**src/rtl/cpu_ctrl_pkg.sv**
```systemverilog
// Shared constants for the CPU run controller.
// Holds the FSM state encoding and the datapath widths used by its ports.
package cpu_ctrl_pkg;

    localparam int PC_W   = 7;
    localparam int DATA_W = 32;
    localparam int RA_W   = 5;
    localparam int CNT_W  = 16;
    localparam int DISP_W = 16;

    typedef enum logic [1:0] {
        PAUSE = 2'd0,
        RUN   = 2'd1,
        STEP  = 2'd2,
        HALT  = 2'd3
    } run_state_t;

endpackage

```
**src/rtl/cpu_run_controller_edge.sv**
```systemverilog
// Rising-edge detector for a level input (single-step button).
// Ports: clk, reset (sync, active-high), level in, rise out (one clk wide).
module edge_detect_rise (
    input  logic clk,
    input  logic reset,
    input  logic level,
    output logic rise
);

    logic level_q;

    always_ff @(posedge clk) begin
        if (reset) begin
            level_q <= 1'b0;
        end else begin
            level_q <= level;
        end
    end

    assign rise = level & ~level_q;

endmodule

```
**src/rtl/cpu_run_controller.sv**
```systemverilog
// Single-clock run/step/pause sequencer issuing one-clk datapath enables.
// Ports: clk, reset (sync, active-high), tick, switch_run, step_btn,
//   switch_select, instr_rs, reg_write_in, pc, rf_read_data_1 in;
//   cpu_en, rf_read_addr_1, rf_write_en, display_value, retired, state_o out.
// Optional: define CPU_RUN_CTRL_BREAKPOINT_EN to add bp_addr/bp_valid ports
//   and the HALT-on-breakpoint behaviour in RUN.
module cpu_run_controller
    import cpu_ctrl_pkg::*;
(
    input  logic              clk,
    input  logic              reset,
    input  logic              tick,
    input  logic              switch_run,
    input  logic              step_btn,
    input  logic [RA_W-1:0]   switch_select,
    input  logic [RA_W-1:0]   instr_rs,
    input  logic              reg_write_in,
    input  logic [PC_W-1:0]   pc,
    input  logic [DATA_W-1:0] rf_read_data_1,
`ifdef CPU_RUN_CTRL_BREAKPOINT_EN
    input  logic [PC_W-1:0]   bp_addr,
    input  logic              bp_valid,
`endif
    output logic              cpu_en,
    output logic [RA_W-1:0]   rf_read_addr_1,
    output logic              rf_write_en,
    output logic [DISP_W-1:0] display_value,
    output logic [CNT_W-1:0]  retired,
    output logic [1:0]        state_o
);

    run_state_t state, state_n;
    logic       en_n;
    logic       step_rise;
    logic       bp_hit;
    logic       executing;

    // Upper data bits never reach the 4-digit display.
    logic unused_rf_bits;
    assign unused_rf_bits = ^rf_read_data_1[DATA_W-1:DISP_W];

    edge_detect_rise u_step_edge (
        .clk   (clk),
        .reset (reset),
        .level (step_btn),
        .rise  (step_rise)
    );

`ifdef CPU_RUN_CTRL_BREAKPOINT_EN
    assign bp_hit = bp_valid && (pc == bp_addr);
`else
    assign bp_hit = 1'b0;
`endif

    always_comb begin
        state_n = state;
        en_n    = 1'b0;
        unique case (state)
            PAUSE: begin
                if (switch_run) begin
                    state_n = RUN;
                end else if (step_rise) begin
                    state_n = STEP;
                    en_n    = 1'b1;
                end
            end
            RUN: begin
                // A tick arriving with the run switch already low is dropped.
                if (!switch_run) begin
                    state_n = PAUSE;
                end else if (tick) begin
                    if (bp_hit) begin
                        state_n = HALT;
                    end else begin
                        en_n = 1'b1;
                    end
                end
            end
            STEP: begin
                state_n = PAUSE;
            end
            HALT: begin
                if (!switch_run) begin
                    state_n = PAUSE;
                end
            end
        endcase
    end

    always_ff @(posedge clk) begin
        if (reset) begin
            state         <= PAUSE;
            cpu_en        <= 1'b0;
            retired       <= '0;
            display_value <= '0;
        end else begin
            state  <= state_n;
            cpu_en <= en_n;
            if (cpu_en) begin
                retired <= retired + 1'b1;
            end
            if (state == PAUSE) begin
                display_value <= rf_read_data_1[DISP_W-1:0];
            end else begin
                display_value <= {{(DISP_W-PC_W){1'b0}}, pc};
            end
        end
    end

    assign executing      = (state == RUN) || (state == STEP);
    assign rf_read_addr_1 = executing ? instr_rs : switch_select;
    assign rf_write_en    = reg_write_in & cpu_en & executing;
    assign state_o        = state;

endmodule

```
**config.mk**
```make
export PLATFORM = sky130hd
export DESIGN_NAME = cpu_run_controller
export DESIGN_NICKNAME = d
export VERILOG_FILES = /design/src/rtl/cpu_ctrl_pkg.sv /design/src/rtl/cpu_run_controller_edge.sv /design/src/rtl/cpu_run_controller.sv
export SDC_FILE = /design/constraint.sdc
export NUM_CORES = 1
export LEC_CHECK = 0
export ABC_CLOCK_PERIOD_IN_PS = 2500
export BUFFER_PORTS_ARGS = -buffer_cell sky130_fd_sc_hd__buf_2
export CAP_MARGIN = 10
export CORE_MARGIN = 10
export CORE_UTILIZATION = 45
export CTS_CLUSTER_SIZE = 10
export DETAILED_ROUTE_END_ITERATION = 10
export PLACE_DENSITY = 0.87
export SKIP_LAST_GASP = 1
export SYNTH_ARGS = -nofsm -noshare
export SYNTH_HDL_FRONTEND = slang
export SYNTH_SLANG_ARGS = --single-unit
```
**constraint.sdc**
```tcl
create_clock -name clk -period 2.5 [get_ports clk]
set_input_delay 0.625 -clock clk [delete_from_list [all_inputs] [get_ports clk]]
set_output_delay 0.625 -clock clk [all_outputs]
set_load 0.005 [all_outputs]
```
==> metrics <==
Clock Tree Buf Depth 2; Crit Reg-Reg Startpoint cpu_en; initial core utilization 0.483; CTS Sinks 36; largest net degree at the start of global routing 34; CP Launch Type flop; actual slew at the worst max-slew pin 0.563 ns; Hold WS 0.471 ns; worst setup path start state_o[1]; Netlist cell types 35; DRT iter0 DRCs 66; H-tree depth 2; cts bufs inserted 5; RSZ-0062 raised after global routing no; DR DRC count 0; CP cell instances inv_1, ha_2, mux2_2, buf_2; crit share post-route 0.945; routed vias/inst 4.88; Area Overhead vs Synth 33.1%; Pwr Total 1.21 mW; die width 78.0 µm; final hold viol count 0; Worst path top cell family by delay flip-flops; Remaining Overflow, GRT 0; peak fanout along the critical path 6; vias in the first global route 1,379; critical path class reg2out; leakage power 0.976 nW; max-slew violation count 0; Synth Cell Area 1510 µm²; Syn. warnings 0; FMAX 423 MHz; die area 6080 µm²; Clock Root Buffer clkbuf_4; I/O pins 96; Max Cap Viol 0; via count 1,357; post-synthesis sequential area ratio 0.477; required time worst endpoint 1.88 ns; status complete, no violations; arrival time of the worst setup path 1.74 ns; CP max stage cell dfxtp_1; final instance area 2010 µm²; Site Rows 20; Total GRT Usage 0.128; Setup TNS 0 ns; GP Congestion 0.717; CP max stage delay 0.42 ns; TritonCTS clock tree done; first-pass iteration count of the detailed router 4; postcts setup bufs 0; number of routed nets with antenna violations 0; PD cells 603 nW/µm²; Placed Area 1930 µm²; Hold WC Path Type in2reg; initial antenna violation count 0; Post-DP HPWL 3280 µm; hold_sp rf_read_data_1[8]; Core Region 3130 µm²; worst rel slew slack 0.625; final-report setup violation count 0; kind of end point of the critical path primary output; IO Port Bufs 79; synthesized instance count 153; layout cell share with drive strength beyond 1 0.427; Worst-path clk slew 0.11 ns; Vert. Die Dim 78.0 µm; post-DR wirelength/cell 14.7 µm; Tmin final 2.36 ns; final wirelength 4070 µm; synthesized area per cell 9.88 µm²; Mapped Nets 212; first-pass GRT wire length 6420 µm; ant diodes 0; Nets 292; CP Buf/Inv Count 2; Clk Latency, worst-skew pair 0.34 ns; FF+latch count, synth 36; worst vdd ir 0.425 mV; post-route clock skew 0.0106 ns
[report_power, final]
group / leakage (nW) / internal, mW / switching, mW
combinational: 0.641 / 0.104 / 0.0886
sequential: 0.295 / 0.603 / 0.0111
clock: 0.0412 / 0.208 / 0.197
[worst reg2reg max path, delay by kind of cell (launching register included)]
family,cells,cell delay [ns]
buffers and inverters,1,0.15
DFF,1,0.32
muxes,1,0.37
and+or+nand+nor,2,0.77
[metrics by stage]
| stage | worst slack (ns) | cells | util |
|---|---|---|---|
| 2_1_floorplan | 0.723 | 153 | - |
| 3_3_place_gp | 0.553 | 270 | 0.617 |
| 3_5_place_dp | 0.513 | 270 | 0.617 |
| 4_1_cts | 0.0987 | 278 | 0.642 |
| 5_1_grt | 0.0381 | 278 | 0.643 |
| 6_report | 0.137 | 278 | 0.643 |
[routing by layer]
layer / GRT usage / vias up / share of wire / wire [µm]
li1: - / 698 / - / -
met1: 0.115 / 622 / 0.38 / 1540
met2: 0.253 / 28 / 0.56 / 2270
met3: 0.0323 / 9 / 0.041 / 166
met4: 0.0699 / 0 / 0.024 / 97
met5: 0 / - / 0 / 0
[synthesized netlist by cell type]
cell type | instances | area, µm²
dfxtp_1 | 36 | 721
nor2_1 | 18 | 67.6
and2_1 | 9 | 56.3
mux2_2 | 8 | 90.1
mux2i_1 | 8 | 80.1
a21oi_1 | 7 | 35.0
nor2b_1 | 6 | 37.5
nand3_1 | 5 | 25.0
ha_1 | 4 | 50.1
inv_1 | 4 | 15.0
nand4_1 | 4 | 25.0
o31ai_1 | 4 | 30.0
or4_1 | 4 | 30.0
clkbuf_1 | 3 | 11.3
nand2_1 | 3 | 11.3
nor4_1 | 3 | 18.8
o21ai_0 | 3 | 15.0
or3_1 | 3 | 18.8
xor2_1 | 3 | 26.3
buf_2 | 2 | 10.0
nand2b_1 | 2 | 12.5
a22oi_1 | 1 | 7.51
a2bb2oi_1 | 1 | 8.76
a31oi_1 | 1 | 6.26
and3_1 | 1 | 6.26
buf_4 | 1 | 7.51
buf_6 | 1 | 11.3
mux2_1 | 1 | 11.3
nand4_2 | 1 | 12.5
nor3_1 | 1 | 5.00
nor4_2 | 1 | 12.5
nor4bb_1 | 1 | 10.0
o32ai_1 | 1 | 8.76
or3b_2 | 1 | 8.76
xnor2_1 | 1 | 8.76
[layout make-up]
class                   instances  area (µm²)
flip-flops and latches         36         721
multi-input cells             106         738
clock buffers                   5        37.5
clock inverters                 3        42.5
well taps                      44        55.1
inverters                       4        15.0
repair buffers                 80         403
fillers                       267        1120
[cell families after synthesis]
kind of cell	share of synthesized area
AOI/OAI and AO/OA	0.0737
xor gates and xnor gates	0.0232
adders and majority gates	0.0331
buffers and inverters	0.0364
DFF	0.477
muxes	0.120
and+or+nand+nor	0.237
[registers in the layout (all words and copies together) (netlist names)]
name,cells
cpu_en,1
display_value,16
retired,16
state_o,2
u_step_edge.level_q,1
[final timing paths]
check | to | slack, ns | cells after the start
min reg2reg | retired[10] | 0.52 | 2
max | rf_read_addr_1[4] | 0.14 | 4
max reg2reg | retired[13] | 0.79 | 4
min | display_value[8] | 0.47 | 2
[layout by cell type, fill, tap and decap left out, types with 2 or more instances in the layout]
cell type	n
a21oi_1	7
and2_1	9
buf_2	79
clkbuf_4	5
dfxtp_1	36
ha_1	3
inv_1	4
mux2_2	8
mux2i_1	8
nand2_1	3
nand2b_1	2
nand3_1	5
nand4_1	4
nor2_1	18
nor2b_1	6
nor4_1	3
o21ai_0	3
o31ai_1	4
or3_1	3
or4_1	4
xor2_1	3
[timing repair]
action / CTS / global route
resized for setup: 0 / 1
setup endpoints to repair: 0 / 1
hold buffers: 0 / 0
No activity file was read; power rests on OpenSTA's default activity.
